[config.mk]
export PLATFORM = sky130hd
export DESIGN_NAME = hc85_cascade_seq
export DESIGN_NICKNAME = d
export VERILOG_FILES = /design/src/rtl/hc85_cascade_seq.sv
export SDC_FILE = /design/constraint.sdc
export NUM_CORES = 1
export LEC_CHECK = 0
export ABC_AREA = 0
export BUFFER_PORTS_ARGS = -buffer_cell sky130_fd_sc_hd__buf_2
export CAP_MARGIN = 20
export CORE_MARGIN = 3
export CORE_UTILIZATION = 30
export CTS_CLUSTER_DIAMETER = 120
export DETAILED_ROUTE_END_ITERATION = 10
export GPL_TIMING_DRIVEN = 0
export PLACE_DENSITY = 0.57
export SLEW_MARGIN = 10
export SYNTH_ARGS = -nofsm -noshare
export SYNTH_HDL_FRONTEND = slang
export SYNTH_SLANG_ARGS = --single-unit
[constraint.sdc]
create_clock -name clk -period 2.1 [get_ports clk]
set_input_delay 0.42 -clock clk [delete_from_list [all_inputs] [get_ports clk]]
set_output_delay 0.42 -clock clk [all_outputs]
set_load 0.1 [all_outputs]
[src/rtl/hc85_cascade_seq.sv]
// ---------------------------------------------------------------------------
// hc85_cascade_seq
//
// Purpose
//   Compares two NIBBLES*4-bit operands using a single external 4-bit HC85
//   magnitude comparator. The comparator is used one nibble per cycle,
//   least-significant nibble first. Each nibble's result is registered and
//   fed back as the cascade input for the next nibble, so the final HC85
//   output is the comparison of the full operands.
//
// Handshake
//   A request is made by holding start high at a rising edge. It is accepted
//   only when the block is not busy (IDLE or DONE). On acceptance op_a, op_b
//   and cas_in are captured. Completion is signalled by a single-cycle done
//   pulse. result is valid while done is high and holds its value until the
//   next done pulse or reset. A start seen while busy is dropped and has no
//   effect.
//
// Ports
//   clk      : clock, rising edge
//   rst_n    : synchronous active-low reset
//   start    : request (accepted in IDLE or DONE)
//   op_a     : operand A, W = 4*NIBBLES bits
//   op_b     : operand B, W bits
//   cas_in   : external cascade {gt,eq,lt}
//   busy     : high while nibbles are being compared
//   done     : one-cycle completion pulse
//   result   : {A>B, A==B, A<B} of the full operands
//   cmp_a    : nibble of A driven to the HC85
//   cmp_b    : nibble of B driven to the HC85
//   cmp_cas  : cascade input driven to the HC85
//   cmp_q    : HC85 output (combinational in cmp_a/cmp_b/cmp_cas)
// ---------------------------------------------------------------------------
module hc85_cascade_seq #(
    parameter int NIBBLES = 4
) (
    input  logic                   clk,
    input  logic                   rst_n,
    input  logic                   start,
    input  logic [4*NIBBLES-1:0]   op_a,
    input  logic [4*NIBBLES-1:0]   op_b,
    input  logic [2:0]             cas_in,
    output logic                   busy,
    output logic                   done,
    output logic [2:0]             result,
    output logic [3:0]             cmp_a,
    output logic [3:0]             cmp_b,
    output logic [2:0]             cmp_cas,
    input  logic [2:0]             cmp_q
);

    localparam int W     = 4 * NIBBLES;
    // At least one bit, so that NIBBLES=1 still gets a legal index register.
    localparam int IDX_W = (NIBBLES > 1) ? $clog2(NIBBLES) : 1;
    localparam logic [IDX_W-1:0] LAST_IDX = IDX_W'(NIBBLES - 1);

    typedef enum logic [1:0] {
        S_IDLE = 2'd0,
        S_RUN  = 2'd1,
        S_DONE = 2'd2
    } state_t;

    state_t           state;
    logic [IDX_W-1:0] idx;
    logic [W-1:0]     a_reg;
    logic [W-1:0]     b_reg;
    logic [2:0]       cas_reg;
    logic             accept;

    // A new request can be taken whenever the comparator is not in use.
    // DONE is included so back-to-back requests need no IDLE cycle.
    assign accept = start && (state != S_RUN);

    // ------------------------------------------------------------------
    // Control FSM and datapath registers
    // ------------------------------------------------------------------
    always_ff @(posedge clk) begin
        if (!rst_n) begin
            state   <= S_IDLE;
            idx     <= '0;
            a_reg   <= '0;
            b_reg   <= '0;
            cas_reg <= '0;
            busy    <= 1'b0;
            done    <= 1'b0;
            result  <= 3'b000;
        end else begin
            // done is a pulse; it is only raised on the transition into DONE.
            done <= 1'b0;

            if (accept) begin
                a_reg   <= op_a;
                b_reg   <= op_b;
                cas_reg <= cas_in;
                idx     <= '0;
                busy    <= 1'b1;
                state   <= S_RUN;
            end else begin
                case (state)
                    S_RUN: begin
                        // The nibble result becomes the cascade for the next,
                        // more significant nibble.
                        cas_reg <= cmp_q;
                        if (idx == LAST_IDX) begin
                            // Final nibble: cmp_q is already the full-width
                            // answer, so publish it together with done.
                            // idx is held so it never passes NIBBLES-1.
                            result <= cmp_q;
                            done   <= 1'b1;
                            busy   <= 1'b0;
                            state  <= S_DONE;
                        end else begin
                            idx <= idx + 1'b1;
                        end
                    end
                    S_DONE: begin
                        // No start this cycle (accept would have fired).
                        state <= S_IDLE;
                    end
                    S_IDLE: begin
                        state <= S_IDLE;
                    end
                    default: begin
                        state <= S_IDLE;
                        busy  <= 1'b0;
                    end
                endcase
            end
        end
    end

    // ------------------------------------------------------------------
    // Comparator drive
    //   Decoded only from registered state, so the HC85 sees stable inputs
    //   for the whole cycle. Outside RUN everything is held at zero and
    //   cmp_q is not used.
    // ------------------------------------------------------------------
    always_comb begin
        cmp_a   = 4'h0;
        cmp_b   = 4'h0;
        cmp_cas = 3'b000;
        if (state == S_RUN) begin
            cmp_cas = cas_reg;
            // Constant-index selection avoids a variable part-select whose
            // index width would depend on NIBBLES.
            for (int k = 0; k < NIBBLES; k++) begin
                if (idx == IDX_W'(k)) begin
                    cmp_a = a_reg[4*k +: 4];
                    cmp_b = b_reg[4*k +: 4];
                end
            end
        end
    end

endmodule

==> run summary <==
outcome: finished with violations
failing checks: negative setup slack
Crit path largest cell delay: 350 ps
most frequent cells in the layout: 48 x buf_2, 43 x nand3_1, 41 x dfxtp_1
DR pass1 iterations: 4
Hold Crit Class: input pin to flop
Reg-to-Reg End: idx[1]$_SDFFE_PP0P_
RePlAce Congestion: 0.752
Syn Std Cell Area: 2130 sq um
Detailed Route WL: 6330 um
HP Start: rst_n
HPWL after detailed placement: 4480 um
hold endpoint: state[0]$_SDFFE_PN0P_
Post-Syn Instances: 245
Ant. Diodes: 0
CTS tree: built
die footprint: 8160 sq um
fin. max-slew vios: 0
post-synthesis cell type count: 33
Num Clock Sinks: 44
gr ovfl total: 0
nets@finish: 361
DRT antenna net count: 0
Synth Area per Inst: 8.71 sq um
Worst Path Class, Setup: flop to output port
CP arrival: 1870 ps
max_cap viols: 0
Finish-stage setup viols: 8
register bit count reported by yosys: 44
number of buffers created by CTS: 5
register-to-register setup slack: 780 ps
overall routing resource usage: 0.154
RR Startpoint: idx[1]$_SDFFE_PP0P_
RSZ-0062 raised after global routing: true
placed cell areas: 2670 sq um
die width: 90.3 um
number of global-route vias before repair: 2,057
P&R area growth vs syn: 48.0%
GRT busiest layer: met2
Peak VDD IR: 232 uV
FILL cells: 716
initial antenna violation count: 0
share of cells above drive strength 1: 0.373
CTS Buffer Depth: 2
most common cell after layout, fill and taps aside: buf_2
number of synthesis warnings: 0
CP Cell Sequence: buf_4 -> ha_4 -> clkbuf_16 -> nor2b_1 -> o41ai_4 -> buf_6
Post-CTS Hold Fix Bufs: 0
Port Buffers: 56
worst hold stages: 2
worst slew pin tran: 506 ps
Layout Cells excl Fill: 412
Reg clk slew, reported paths: 80 ps
1st-iter DRT viols: 94
slowest CP cell: dfxtp_2
startpoint types: flop
DR vias: 2,038
post-DR vias/cell: 4.95
endpoints failing hold: 0
FF-to-FF path depth: 5
worst-path fanout max: 10
# IOs: 57
sequential area share after synthesis: 0.413
syn nets: 290
GR Layer Usage met2: 0.266
Placeable Area: 6830 sq um
Worst slew margin: 0.663
Die Ht: 90.3 um
Highest Clock Rate: 437 MHz
M3 GR Usage: 0.0325
placed cell count: 397
Worst Path Required: 1680 ps
Final Cycle Share: 1.09
clock skew after layout: 2.25 ps
PnR worst setup slack: -187 ps
Power Density: 636 nW/um^2
htree depth: 2
final design instance area without fill: 3160 sq um
largest net degree at the start of global routing: 13
DR DRC count: 0
global-route wire length before repair: 10,200 um
row count: 30
Leak: 1.21 nW
worst skew pair latency: 290 ps
Routed wire per std cell: 15.4 um
min Tclk post-route: 2290 ps
clk root buf: clkbuf_8
CP Capture Type: output port
Starting Density: 0.312
GRT met1 Usage: 0.197
==> metal layers <==
metal  up-vias  routed length, um
met5         -                  0
met4         0                 48
li1       1038                  -
met3         4                261
met1       955               2800
met2        41               3220
==> stage by stage <==
step | utilization | total power [mW] | hold WS, ps | worst slack, ps | TNS [ps]
after floorplan | - | 1.23 | 454 | -397 | -3130
after global placement | 0.391 | 1.34 | 446 | -161 | -1020
after detailed placement | 0.391 | 1.34 | 458 | -157 | -1010
after CTS | 0.442 | 1.98 | 344 | -193 | -1380
after global routing | 0.462 | 2.11 | 359 | -245 | -1830
final | 0.462 | 2.01 | 353 | -187 | -1340
==> worst max-delay path by stage <==
stage	startpoint	endpoint	slack (ps)	depth (start not counted)
floorplan	idx[1]$_SDFFE_PP0P_	cmp_a[0]	-400	7
global placement	idx[0]$_SDFFE_PP0P_	cmp_b[3]	-160	5
detailed placement	idx[0]$_SDFFE_PP0P_	cmp_b[3]	-160	5
CTS	idx[0]$_SDFFE_PP0P_	cmp_b[2]	-190	7
global route	idx[1]$_SDFFE_PP0P_	cmp_a[1]	-240	6
finish	idx[1]$_SDFFE_PP0P_	cmp_b[1]	-190	6
==> power by group <==
group / leakage, nW / internal [mW] / total (mW) / switching [mW]
clock network: 0.0503 / 0.293 / 0.569 / 0.276
registers: 0.363 / 0.883 / 0.922 / 0.0392
logic: 0.800 / 0.220 / 0.517 / 0.297
total: 1.21 / 1.40 / 2.01 / 0.613
==> synth_stat cells <==
| cell | instances | area, sq um |
|---|---|---|
| o41ai_2 | 6 | 97.6 |
| nand2_1 | 4 | 15.0 |
| mux2i_1 | 3 | 30.0 |
| o21bai_1 | 1 | 7.51 |
| a221oi_1 | 8 | 70.1 |
| o21ai_1 | 25 | 125 |
| buf_1 | 2 | 7.51 |
| a22oi_1 | 1 | 7.51 |
| ha_1 | 4 | 50.1 |
| dfxtp_1 | 44 | 881 |
| nor2b_2 | 1 | 8.76 |
| nor2_1 | 7 | 26.3 |
| nor3_1 | 1 | 5.00 |
| buf_2 | 4 | 20.0 |
| nor2b_1 | 9 | 56.3 |
| o21a_1 | 1 | 7.51 |
| buf_6 | 5 | 56.3 |
| and2_1 | 3 | 18.8 |
| inv_1 | 3 | 11.3 |
| xnor2_1 | 1 | 8.76 |
| o41ai_1 | 2 | 17.5 |
| buf_8 | 3 | 45.0 |
| nand3b_1 | 1 | 7.51 |
| o21ai_0 | 7 | 35.0 |
| clkinv_1 | 1 | 3.75 |
| nor3b_2 | 1 | 12.5 |
| clkbuf_1 | 9 | 33.8 |
| a211oi_1 | 3 | 22.5 |
| a21oi_1 | 37 | 185 |
| nand2b_4 | 1 | 13.8 |
| nand3_1 | 43 | 215 |
| buf_4 | 3 | 22.5 |
| a211o_1 | 1 | 8.76 |
==> logic make-up (layout without fill, tap and decap cells) <==
group | after synthesis | after routing | share of synthesized area
xor gates and xnor gates | 1 | 1 | 0.00411
muxes | 3 | 3 | 0.0141
and+or+nand+nor | 71 | 71 | 0.178
DFF | 44 | 44 | 0.413
buffers and inverters | 30 | 101 | 0.0938
AOI/OAI and AO/OA | 92 | 92 | 0.274
adders and majority gates | 4 | 4 | 0.0235
==> worst max-delay path, delay by kind of cell, from the launching register on <==
family / cells / cell delay, ps
and+or+nand+nor: 1 / 150
buffers and inverters: 3 / 570
adders and majority gates: 1 / 160
AOI/OAI and AO/OA: 1 / 330
DFF: 1 / 350
==> what timing repair did <==
action | 4_1_cts | 5_1_grt
buffers inserted | 5 | 4
pin swaps | 2 | 5
endpoints found under the setup margin | 11 | 11
gates resized for setup | 46 | 19
==> cell type report <==
class / count / area (sq um) / share of cell area
buffer: 25 / 226 / 0.0717
clock buffer: 7 / 96.3 / 0.0305
inverter: 4 / 20.0 / 0.00634
multi-input combinational: 171 / 1350 / 0.428
sequential: 44 / 887 / 0.281
tap: 96 / 120 / 0.0380
timing repair buffer: 65 / 454 / 0.144
(Power assumes the default switching activity.)
